**src/rtl/mio_pkg.sv**
```systemverilog
// Shared definitions for the MIO UART transmitter: register map, FSM encodings
// and STATUS field layout.
package mio_pkg;

    localparam int unsigned DATA_W = 32;
    localparam int unsigned DIV_W  = 16;

    localparam logic [3:0] ADDR_TXDATA = 4'h0;
    localparam logic [3:0] ADDR_STATUS = 4'h4;
    localparam logic [3:0] ADDR_BAUD   = 4'h8;

    localparam logic [DIV_W-1:0] DIV_MIN = 16'd2;

    localparam int unsigned ST_COUNT_W   = 6;
    localparam int unsigned ST_EMPTY_BIT = 6;
    localparam int unsigned ST_FULL_BIT  = 7;
    localparam int unsigned ST_BUSY_BIT  = 8;

    typedef enum logic {
        BUS_IDLE = 1'b0,
        BUS_ACK  = 1'b1
    } bus_state_e;

    typedef enum logic [1:0] {
        TX_IDLE  = 2'd0,
        TX_START = 2'd1,
        TX_DATA  = 2'd2,
        TX_STOP  = 2'd3
    } tx_state_e;

    function automatic logic [DATA_W-1:0] status_word(input logic busy, input logic full,
                                                      input logic empty,
                                                      input logic [ST_COUNT_W-1:0] cnt);
        logic [DATA_W-1:0] w;
        w = '0;
        w[ST_COUNT_W-1:0] = cnt;
        w[ST_EMPTY_BIT]   = empty;
        w[ST_FULL_BIT]    = full;
        w[ST_BUSY_BIT]    = busy;
        return w;
    endfunction

endpackage

```
**src/rtl/mio_uart_tx_fifo.sv**
```systemverilog
// Circular-buffer byte FIFO with occupancy count; push/pop are ignored when full/empty.
module mio_fifo #(
    parameter int unsigned WIDTH = 8,
    parameter int unsigned DEPTH = 8
) (
    input  logic                     clk,
    input  logic                     rst_n,
    input  logic                     push,
    input  logic                     pop,
    input  logic [WIDTH-1:0]         wdata,
    output logic [WIDTH-1:0]         rdata,
    output logic                     full,
    output logic                     empty,
    output logic [$clog2(DEPTH):0]   count
);

    localparam int unsigned AW = $clog2(DEPTH);
    localparam int unsigned CW = AW + 1;

    logic [WIDTH-1:0] mem_q [DEPTH];
    logic [AW-1:0]    wr_ptr_q, rd_ptr_q;
    logic [CW-1:0]    count_q, count_d;
    logic             push_ok, pop_ok;

    assign full    = (count_q == CW'(DEPTH));
    assign empty   = (count_q == '0);
    assign push_ok = push && !full;
    assign pop_ok  = pop && !empty;
    assign rdata   = mem_q[rd_ptr_q];
    assign count   = count_q;

    always_comb begin
        count_d = count_q;
        if (push_ok && !pop_ok) begin
            count_d = count_q + CW'(1);
        end else if (pop_ok && !push_ok) begin
            count_d = count_q - CW'(1);
        end
    end

    // Power-of-two depth lets the pointers wrap naturally.
    always_ff @(posedge clk) begin
        if (!rst_n) begin
            wr_ptr_q <= '0;
            rd_ptr_q <= '0;
            count_q  <= '0;
        end else begin
            count_q <= count_d;
            if (push_ok) wr_ptr_q <= wr_ptr_q + AW'(1);
            if (pop_ok)  rd_ptr_q <= rd_ptr_q + AW'(1);
        end
    end

    always_ff @(posedge clk) begin
        if (push_ok) mem_q[wr_ptr_q] <= wdata;
    end

endmodule

```
**src/rtl/mio_uart_tx.sv**
```systemverilog
// Memory-mapped 8N1 UART transmitter: bus handshake FSM, TX byte FIFO and bit shifter.
module mio_uart_tx
    import mio_pkg::*;
#(
    parameter int unsigned FIFO_DEPTH  = 8,
    parameter int unsigned DEFAULT_DIV = 868
) (
    input  logic        clk,
    input  logic        RSTN,
    input  logic        cs,
    input  logic        mem_w,
    input  logic [3:0]  addr_bus,
    input  logic [31:0] Cpu_data2bus,
    output logic [31:0] Cpu_data4bus,
    output logic        mio_ready,
    output logic        txd,
    output logic        irq_empty
);

    localparam int unsigned CNT_W = $clog2(FIFO_DEPTH) + 1;

    bus_state_e          bus_state_q;
    tx_state_e           tx_state_q;
    logic [DIV_W-1:0]    div_q, div_lat_q, baud_cnt_q, baud_wr;
    logic [DATA_W-1:0]   rdata_q, load_data;
    logic                ready_q, txd_q, irq_q;
    logic [2:0]          bit_q;
    logic [7:0]          shift_q, fifo_rdata;
    logic [CNT_W-1:0]    fifo_count;
    logic                fifo_full, fifo_empty;
    logic                accept, push, pop, bit_end, tx_idle_next, irq_d;

    assign accept       = (bus_state_q == BUS_IDLE) && cs &&
                          !(mem_w && (addr_bus == ADDR_TXDATA) && fifo_full);
    assign push         = accept && mem_w && (addr_bus == ADDR_TXDATA);
    assign bit_end      = (baud_cnt_q == div_lat_q - DIV_W'(1));
    assign tx_idle_next = (tx_state_q == TX_IDLE) || ((tx_state_q == TX_STOP) && bit_end);
    assign pop          = !fifo_empty && tx_idle_next;
    assign irq_d        = fifo_empty && !push && tx_idle_next;
    assign baud_wr      = (Cpu_data2bus[DIV_W-1:0] < DIV_MIN) ? DIV_MIN : Cpu_data2bus[DIV_W-1:0];

    always_comb begin
        load_data = '0;
        if (!mem_w) begin
            case (addr_bus)
                ADDR_STATUS: load_data = status_word(tx_state_q != TX_IDLE, fifo_full, fifo_empty,
                                                     ST_COUNT_W'(fifo_count));
                ADDR_BAUD:   load_data = {16'b0, div_q};
                default:     load_data = '0;
            endcase
        end
    end

    mio_fifo #(
        .WIDTH (8),
        .DEPTH (FIFO_DEPTH)
    ) u_fifo (
        .clk   (clk),
        .rst_n (RSTN),
        .push  (push),
        .pop   (pop),
        .wdata (Cpu_data2bus[7:0]),
        .rdata (fifo_rdata),
        .full  (fifo_full),
        .empty (fifo_empty),
        .count (fifo_count)
    );

    // Bus handshake: one ACK cycle per accepted access, load data presented only then.
    always_ff @(posedge clk) begin
        if (!RSTN) begin
            bus_state_q <= BUS_IDLE;
            ready_q     <= 1'b0;
            rdata_q     <= '0;
            div_q       <= DIV_W'(DEFAULT_DIV);
        end else begin
            ready_q <= 1'b0;
            rdata_q <= '0;
            case (bus_state_q)
                BUS_IDLE: begin
                    if (accept) begin
                        bus_state_q <= BUS_ACK;
                        ready_q     <= 1'b1;
                        rdata_q     <= load_data;
                        if (mem_w && (addr_bus == ADDR_BAUD)) div_q <= baud_wr;
                    end
                end
                BUS_ACK: bus_state_q <= BUS_IDLE;
            endcase
        end
    end

    // Frame shifter; txd is registered from the current state, so the line trails the FSM by one cycle.
    always_ff @(posedge clk) begin
        if (!RSTN) begin
            tx_state_q <= TX_IDLE;
            baud_cnt_q <= '0;
            bit_q      <= '0;
            shift_q    <= '0;
            div_lat_q  <= DIV_W'(DEFAULT_DIV);
            txd_q      <= 1'b1;
            irq_q      <= 1'b1;
        end else begin
            irq_q      <= irq_d;
            txd_q      <= (tx_state_q == TX_START) ? 1'b0 :
                          (tx_state_q == TX_DATA)  ? shift_q[0] : 1'b1;
            baud_cnt_q <= bit_end ? '0 : baud_cnt_q + DIV_W'(1);
            case (tx_state_q)
                TX_IDLE: begin
                    baud_cnt_q <= '0;
                    if (pop) begin
                        tx_state_q <= TX_START;
                        shift_q    <= fifo_rdata;
                        div_lat_q  <= div_q;
                    end
                end
                TX_START: begin
                    if (bit_end) begin
                        tx_state_q <= TX_DATA;
                        bit_q      <= '0;
                    end
                end
                TX_DATA: begin
                    if (bit_end) begin
                        shift_q <= {1'b0, shift_q[7:1]};
                        bit_q   <= bit_q + 3'd1;
                        if (bit_q == 3'd7) tx_state_q <= TX_STOP;
                    end
                end
                TX_STOP: begin
                    if (bit_end) begin
                        if (pop) begin
                            tx_state_q <= TX_START;
                            shift_q    <= fifo_rdata;
                            div_lat_q  <= div_q;
                        end else begin
                            tx_state_q <= TX_IDLE;
                        end
                    end
                end
            endcase
        end
    end

    assign mio_ready    = ready_q;
    assign Cpu_data4bus = rdata_q;
    assign txd          = txd_q;
    assign irq_empty    = irq_q;

endmodule

```
**config.mk**
```make
export PLATFORM = sky130hd
export DESIGN_NAME = mio_uart_tx
export DESIGN_NICKNAME = d
export VERILOG_FILES = /design/src/rtl/mio_pkg.sv /design/src/rtl/mio_uart_tx_fifo.sv /design/src/rtl/mio_uart_tx.sv
export SDC_FILE = /design/constraint.sdc
export NUM_CORES = 1
export LEC_CHECK = 0
export CORE_MARGIN = 2
export CORE_UTILIZATION = 59
export CTS_BUF_LIST = sky130_fd_sc_hd__clkbuf_2
export DETAILED_ROUTE_END_ITERATION = 8
export PLACE_DENSITY = 0.82
export SETUP_SLACK_MARGIN = 0.05
export SYNTH_ARGS = -nofsm -noshare
export SYNTH_HDL_FRONTEND = slang
export SYNTH_HIERARCHICAL = 1
export SYNTH_SLANG_ARGS = --single-unit
```
**constraint.sdc**
```tcl
create_clock -name clk -period 4 [get_ports clk]
set_input_delay 0.4 -clock clk [delete_from_list [all_inputs] [get_ports clk]]
set_output_delay 0.4 -clock clk [all_outputs]
set_load 0.02 [all_outputs]
```
==> qor.csv <==
stage;metric;value;unit
run_status;status;completed;
sta;Fin. Hold Viols;0;
yosys;compound-cell area share of the yosys netlist;6.041;%
power_and_ir_drop;leakage;2.866;nW
sta;setup TNS;0;ns
worst_setup_path;crit path launch type;flip-flop;
sta;hold_ws;0.2839;ns
placed_design;Port Buffers;42;
die;Chip Width;115;µm
worst_setup_path;crit end category;flip-flop;
sta;final setup fails;0;
yosys;area share of the largest cell type after synthesis;26.44;%
yosys;Distinct cells, synth;62;
placed_design;GP Congestion;0.8576;
clock_network;Root Buffer;clkbuf_2;
power_and_ir_drop;VDD IR-drop max;231.2;µV
yosys;mux contribution to synthesized area;12.24;%
yosys;Synth Area in Adders;2.857;%
power_and_ir_drop;Cell Pwr Density;348.3;nW/µm²
detailed_routing;Routed WL;14180;µm
global_route;first-pass GRT wire length;23080;µm
yosys;Synth area leaders;edfxtp_1 (26%), dfxtp_1 (26%), mux4_1 (5.8%);
sta;Slew headroom;22.28;%
worst_setup_path;CP Cell Sequence;inv_1 > ha_1 > nor4b_4 > buf_4 > xnor2_1 > o32ai_1 > o22ai_1 > nor4b_2 > a21oi_2 > nor2_2 > o41ai_4 > ha_1 > inv_1 > ha_1 > a21oi_2 > a211oi_1 > a31oi_1 > mux2i_1;
worst_setup_path;Crit path required time;4.68;ns
placed_design;HPWL Detailed;9696;µm
sta;Worst Tran Pin Value;1.150;ns
detailed_routing;DR WL/cell;17.07;µm
die;die area;13230;µm²
yosys;dominant register cell in the synthesized netlist;dfxtp_1;
detailed_routing;1st-iter DRT viols;353;
global_route;vias in the first global route;4634;
detailed_routing;vias post-DR;4846;
sta;clock skew;0.03213;ns
clock_network;H-tree Lvls;4;
yosys;post-synthesis cell area;7269;µm²
sta;RSZ-0062 raised after global routing;no;
sta;Slew Viols, Final;0;
final_layout;highest-count cells in the layout ignoring fill and taps;dfxtp_1 (90), edfxtp_1 (64), nand2_1 (55);
clock_network;total CTS buffers;17;
yosys;Synth Instances;624;
yosys;xor/xnor cell area share of the yosys netlist;4.940;%
detailed_routing;DRT antenna net count;0;
worst_setup_path;WP data arrival;4.42;ns
worst_setup_path;WS Path Type;reg -> reg;
clock_network;Sink Count;157;
final_layout;Layout area overhead;10.28;%
detailed_routing;drt first pass iters;5;
yosys;fraction of the mapped netlist area in simple logic gates;17.13;%
worst_setup_path;slowest stage delay, CP;0.41;ns
yosys;flops & latches, synth;157;
final_layout;most common cell after layout, fill and taps aside;dfxtp_1;
final_layout;multi-input logic area;3234;µm²
detailed_routing;Residual DRC;0;
die;Die H;115;µm
detailed_routing;Via density;5.832;
clock_network;CTS clk-pin slew, worst paths;0.23;ns
final_layout;post-route cell area;8016;µm²
yosys;number of synthesized flops with an enable pin;64;
yosys;ys async rst share;0;%
worst_setup_path;Critical Path Slowest Stage Cell;nor4b_2;
final_layout;fillcell total;888;
global_route;initial antenna violation count;1;
run;Max-Cap Viols;0;
clock_network;clock buffer depth;2;
yosys;most area-hungry cell type in the Yosys netlist;edfxtp_1;
final_layout;ratio of cells with drive above 1 in the final layout;12.15;%
die;core area;12010;µm²
yosys;Seq/Total Area, Yosys;52.05;%
worst_setup_path;CP most frequent cell;ha_1;
placed_design;Area after DPL;7755;µm²
yosys;largest family of logic cells by synthesized area;simple AND/OR/NAND/NOR gates;
clock_network;Worst-Skew Late Latency;0.72;ns
sta;min Tclk post-route;3.739;ns
die;FP Rows;40;
die;IO Count;75;
global_route;GRT overflow;0;
final_layout;register cell area after layout;3787;µm²
sta;fmax;267.4;MHz
worst_setup_path;CP max FO;6;
final_layout;# nets final;726;
global_route;largest net degree at the start of global routing;59;
worst_hold_path;Tightest Hold Check Type;in -> reg;
sta;final critical-path share of the clock period;93.48;%
global_route;GRT Util Overall;22.76;%
yosys;syn_area_per_cell;11.65;µm²
die;Initial Util;60.52;%
clock_network;TritonCTS clock tree;done;
yosys;Syn. warnings;6;
area by class of cell:
type                            instances  share of cell area (%)
Multi-Input combinational cell        421                   40.35
Clock inverter                         14                   1.498
Sequential cell                       157                   47.25
Timing Repair Buffer                   59                   6.805
Tap cell                              147                   2.294
Inverter                               14                  0.6555
Clock buffer                           18                   1.124
Antenna cell                            1                 0.03122
cell usage after synthesis, types with 4 or more instances:
library cell,count
nand2_1,55
nand3_1,14
nand4b_1,4
mux2i_1,30
nor3_1,11
clkbuf_1,19
and2_1,20
a31oi_1,5
mux2_2,15
buf_4,17
o21ai_0,17
a22oi_1,13
nand4_1,14
nand2b_1,10
xnor2_1,27
xor2_1,14
edfxtp_1,64
and3_1,6
a21boi_0,5
nor2_1,40
buf_2,4
nor2b_1,24
mux4_1,16
inv_1,14
ha_1,15
dfxtp_1,93
a21oi_1,8
nor4_1,9
where the power goes:
part	switching (mW)	internal (mW)	leakage [nW]
logic	0.187	0.112	1.40
registers	0.0199	1.69	1.33
clock network	0.556	0.230	0.142
total	0.763	2.03	2.87
metal layers:
layer | track usage [%] | up-vias | share of wire (%)
li1 | - | 2320 | -
met4 | 8.273 | 0 | 2.1
met1 | 30.15 | 2368 | 45
met5 | 0 | - | 0
met2 | 35.80 | 132 | 47
met3 | 6.800 | 26 | 5.2
through the flow:
stage                     power, mW  utilization [%]  setup slack [ns]  std cells
after floorplan               1.947                -            0.3922        639
after global placement        2.016            64.56            0.3017        796
after detailed placement      2.030            64.56            0.1332        796
after CTS                     2.808            66.31            0.1042        828
after global routing          2.919            66.74           0.06873        831
final                         2.792            66.74            0.2607        831
timing repair:
action	CTS	global route
setup buffers	0	1
endpoints found under the setup margin	0	1
endpoints found under the hold margin	0	1
hold buffers	0	1
resized for setup	0	9
cells by family after synthesis:
logic type,Yosys count
AND/OR/NAND/NOR,225
adder cells (fa/ha/maj),16
AO/OA/AOI/OAI,62
other,1
flip-flops,157
buffers and inverters,61
XOR/XNOR,41
multiplexers,61
critical path: cells and delay by family (launching register included):
kind | cells | cell delay (ns)
fa+ha+maj | 3 | 0.70
compound gates | 7 | 1.04
flops | 1 | 0.40
mux | 1 | 0.19
xor+xnor | 1 | 0.05
buf+inv | 3 | 0.38
simple gates | 3 | 0.94
flip-flops by register name (all words and copies together) (netlist names), named ones only:
register	cells
baud_cnt_q	16
u_fifo/mem_q	64
u_fifo/wr_ptr_q	3
txd	1
div_q	16
Cpu_data4bus	16
u_fifo/count	4
shift_q	8
tx_state_q	2
irq_empty	1
bus_state_q	1
div_lat_q	16
u_fifo/rd_ptr_q	3
bit_q	3
worst paths after layout:
kind / start / end / slack (ns) / depth (start not counted)
max: div_lat_q[0] / u_fifo/count[3] / 0.26 / 18
min reg2reg: div_q[12] / div_lat_q[12] / 0.49 / 2
min: Cpu_data2bus[8] / div_q[8] / 0.28 / 3
max reg2reg: div_lat_q[0] / u_fifo/count[3] / 0.26 / 18
Note: power is estimated with default switching activity, not from simulation.
